[config.mk]
export PLATFORM = sky130hd
export DESIGN_NAME = skew_lane_delay
export DESIGN_NICKNAME = d
export VERILOG_FILES = /design/src/rtl/channel_model_pkg.sv /design/src/rtl/skew_lane_delay.sv
export SDC_FILE = /design/constraint.sdc
export NUM_CORES = 1
export LEC_CHECK = 0
export CAP_MARGIN = 20
export CORE_MARGIN = 2
export CORE_UTILIZATION = 56
export DETAILED_ROUTE_END_ITERATION = 6
export PLACE_DENSITY = 0.76
export SLEW_MARGIN = 5
export SYNTH_ARGS = -nofsm -noshare
export SYNTH_HDL_FRONTEND = slang
export SYNTH_SLANG_ARGS = --single-unit
[constraint.sdc]
create_clock -name i_clock -period 7.7 [get_ports i_clock]
set_input_delay 1.925 -clock i_clock [delete_from_list [all_inputs] [get_ports i_clock]]
set_output_delay 1.925 -clock i_clock [all_outputs]
set_load 0.01 [all_outputs]
[src/rtl/channel_model_pkg.sv]
// channel_model_pkg: shared constants and update-FSM encodings for channel_skew_model
package channel_model_pkg;
    localparam logic [65:0] FILL_BLOCK = {2'b10, 8'h1E, 56'h0};
    localparam int MAX_SKEW_DFLT = 16;
    localparam int DEPTH = MAX_SKEW_DFLT + 1;
    localparam int NB_PTR = $clog2(DEPTH);
    typedef enum logic {ST_IDLE = 1'b0, ST_PENDING = 1'b1} state_t;
endpackage

[src/rtl/skew_lane_delay.sv]
// skew_lane_delay: one lane's circular block buffer with fill gating and registered output
module skew_lane_delay
    import channel_model_pkg::*;
#(
    parameter int MAX_SKEW = DEPTH - 1,
    parameter int PTR_W = NB_PTR,
    parameter int NB_SKEW = PTR_W + 1
) (
    input  logic               i_clock,
    input  logic               i_reset,
    input  logic               i_valid,
    input  logic [PTR_W-1:0]   i_wr_ptr,
    input  logic [NB_SKEW-1:0] i_skew,
    input  logic [65:0]        i_data,
    input  logic               i_tag,
    output logic [65:0]        o_data,
    output logic               o_tag
);
    logic [66:0] mem [MAX_SKEW+1];
    logic [66:0] rd_word;
    logic [NB_SKEW-1:0] fill_cnt, wp;
    logic [PTR_W-1:0] rd_addr;
    assign wp = NB_SKEW'(i_wr_ptr);
    assign rd_addr = PTR_W'((wp >= i_skew) ? wp - i_skew : wp + NB_SKEW'(MAX_SKEW + 1) - i_skew);
    // skew 0 reads the slot being written this beat, so bypass the buffer
    assign rd_word = (i_skew == '0) ? {i_tag, i_data} : mem[rd_addr];
    always_ff @(posedge i_clock)
        if (i_valid)
            mem[i_wr_ptr] <= {i_tag, i_data};
    always_ff @(posedge i_clock) begin
        if (!i_reset) begin
            fill_cnt <= '0;
            o_data   <= FILL_BLOCK;
            o_tag    <= 1'b0;
        end else if (i_valid) begin
            fill_cnt        <= (fill_cnt == NB_SKEW'(MAX_SKEW)) ? fill_cnt : fill_cnt + 1'b1;
            {o_tag, o_data} <= (i_skew > fill_cnt) ? {1'b0, FILL_BLOCK} : rd_word;
        end
    end
endmodule

==> impl_metrics.yaml <==
detailed_routing:
  total_wirelength_of_the_detailed_routed_design_mm: 154.4
  routed_wirelength_normalized_by_instance_count_um: 30.31
  firstDrtPassIters: 6
  drc: 0
  via_count: 36186
  detail-route-antenna-nets: 0
  avgViaCountPerCell: 7.104
  first_iter_violations: 4991
synth:
  synth-seq-cells: 1212
  synth_async_sr_flop_share_pct: 0
  synth-seq-area-share_pct: 64.79
  synth_mux_area_share_pct: 16.43
  synth_nets: 3735
  synth-main-ff-cell: "edfxtp_1"
  synth_top_family_by_area: "multiplexers"
  synth-edff-count: 1139
  syn_area_um2: 55050
  synth-adder-area-share_pct: 0.5182
  synth-simple-area-share_pct: 3.459
  synth_cells: 3633
  synth-xor-area-share_pct: 0.1750
  synth-compound-area-share_pct: 12.00
  synthesis.area_per_instance_um2: 15.15
  synth_cell_type_count: 68
  synth.yosys.warnings: 0
timing:
  fin_worst_skew_ns: 0.02545
  postLayoutSetupSlackWorst_ns: 1.821
  final_hold_violation_count: 0
  fin_worst_hold_slack_ns: 0.4840
  totalNegativeSetupSlack_ns: 0
  fmaxAchievable_mhz: 170.1
  pins_over_slew_limit: 0
  final_min_period_over_clock_period_pct: 76.35
  report.final.setup_viol: 0
  timing_worst_slew_pin_value_ns: 1.206
  post-route-min-period_ns: 5.879
  rsz0062_at_grt: "no"
  headroom_to_the_max_slew_limit_pct: 19.59
clocking:
  tritoncts_buffer_count: 120
  clock_latency_ns: 0.73
  cts_tree: "built"
  htreeDepth: 3
  clock_sink_count: 1212
  cts_hold_buffers: 0
  post_cts.resized_instances: 0
  cts_setup_buffers: 0
  root_cell_of_the_clock_tree: "clkbuf_16"
  clkTransAtPathRegs_ns: 0.07
  ctsLongestPathBuffers: 3
floorplanning:
  die_h_um: 317.5
  dieArea_um2: 100800
  die_width_um: 317.5
  io_pins: 148
  placementRows: 115
  core-area_um2: 97840
  initial_core_util_pct: 56.26
setup_path:
  worst_setup_path_end_kind: "register"
  regToRegStartpoint: "fill_cnt[1]$_SDFFE_PN0P_"
  crit_path_start_kind: "input port"
  worstPathArrival_ns: 6.49
  worst-endpoint-required_ns: 8.32
  worstReg2RegEnd: "o_data[44]$_SDFFE_PN0P_"
  critical_path_class: "in2reg"
  worst-path-max-fanout: 45
  cells_on_worst_reg2reg_path: 10
  r2r_slack_ns: 4.55
finish:
  most-common-layout-cells: "edfxtp_1 (1,139), mux2i_1 (601), a22oi_1 (233), o21ai_0 (189), clkdlybuf4s50_1 (146)"
  final_net_count: 3803
  final_layout_size_suffix_gt1_share_pct: 12.53
  area.growth.synth_to_final_pct: 12.54
  ant_diodes: 0
  fin_util_pct: 63.32
  layout_commonest_cell: "edfxtp_1"
worst_hold_path:
  min_path_type: "reg2reg"
  hold-path-cell-count: 2
  min_delay_startpoint: "mem[16][1]$_DFFE_PP_"
  worstHoldEndpoint: "o_data[1]$_SDFFE_PN0P_"
global_route:
  grt_max_degree: 149
  grt_antenna_before_repair: 5
  first_global_vias: 35701
  global_route.usage.total_pct: 30.15
  grt_pass1_wl_mm: 227.2
  grt-ovfl-total: 0
outcome:
  outcome: "complete, no violations"
placed_design:
  dp_worst_setup_slack_ns: 1.270
  final_gp_congestion: 0.8488
  port_buffers: 147
  dp_hpwl_mm: 81.78
power:
  cellPowerDensity_nw_per_um2: 255.8
  power.static_leakage_nw: 20.75
  worst_ir_drop_vdd_v: 0.0002555
run:
  max_cap_viol_count: 0
## cells in the mapped netlist (all sizes together), types with 53 or more instances
cell / count / share of area [%]
a21o: 53 / 0.72
a221oi: 70 / 1.1
a22oi: 234 / 3.2
a31oi: 60 / 0.68
buf: 149 / 1.4
clkbuf: 148 / 1.0
dfxtp: 73 / 2.7
edfxtp: 1139 / 62
mux2i: 601 / 11
mux4: 133 / 5.4
nand2: 81 / 0.56
nand3: 61 / 0.55
nor2: 96 / 0.67
nor3: 150 / 1.4
o21ai: 214 / 1.9
o221ai: 79 / 1.3
## power by group
part           leakage [nW]  internal (W)  total [W]  switching [W]
sequential             10.9       0.00732    0.00740      0.0000781
combinational          7.96      0.000955    0.00260        0.00164
clock                  1.93       0.00333    0.00585        0.00252
total                  20.7        0.0116     0.0158        0.00424
## flip-flops by register name, indices dropped and copies added, names as in the netlist
| name | flops |
|---|---|
| mem | 1139 |
| o_data | 66 |
| fill_cnt | 6 |
| o_tag | 1 |
## worst max-delay path: stages
cell,delay [ns]
clkdlybuf4s50_1,0.62
inv_1,0.12
ha_4,0.18
inv_1,0.07
fa_4,0.82
inv_2,0.19
buf_4,0.73
nand2_1,0.65
nor2_1,0.23
a21oi_1,0.06
buf_4,0.23
o221ai_1,0.18
o21ai_0,0.19
a21o_1,0.25
## per-stage QoR
stage               power [W]  cell area [µm²]  std cells
CTS                   0.01582            61920       5093
global route          0.01627            61950       5094
global placement      0.01002            57990       4865
finish                0.01584            61950       5094
detailed placement    0.01007            57990       4865
floorplan            0.009120            55060       3633
## cells by family after synthesis
kind of cell	after synthesis
fa+ha+maj	21
compound gates	916
simple gates	413
mux	737
flops	1212
xor+xnor	11
buf+inv	323
## how the worst max path moves through the flow
stage	startpoint	to	depth (start not counted)
6_report	i_wr_ptr[0]	o_data[40]$_SDFFE_PN0P_	14
5_1_grt	i_wr_ptr[2]	o_data[11]$_SDFFE_PN0P_	12
4_1_cts	i_wr_ptr[2]	o_data[15]$_SDFFE_PN0P_	12
3_3_place_gp	i_wr_ptr[1]	o_tag$_SDFFE_PN0P_	11
3_5_place_dp	i_wr_ptr[2]	o_data[12]$_SDFFE_PN0P_	12
2_1_floorplan	i_valid	mem[8][0]$_DFFE_PP_	4
## per-layer routing
metal	global-route usage, %	vias up	share of wire [%]
li1	-	15124	-
met1	40.63	18209	37
met2	48.07	2448	47
met3	7.330	397	13
met4	10.93	8	3.4
met5	0	-	0.030
## layout make-up
| type | instances | area, µm² |
|---|---|---|
| tap | 1287 | 1610 |
| clock inverter | 66 | 609.3 |
| fill | 6867 | 35890 |
| timing repair buffer | 243 | 2435 |
| inverter | 26 | 97.59 |
| multi-input combinational | 2098 | 18210 |
| clock buffer | 162 | 3322 |
| sequential | 1212 | 35660 |
Power figures use the tool's default switching activity.
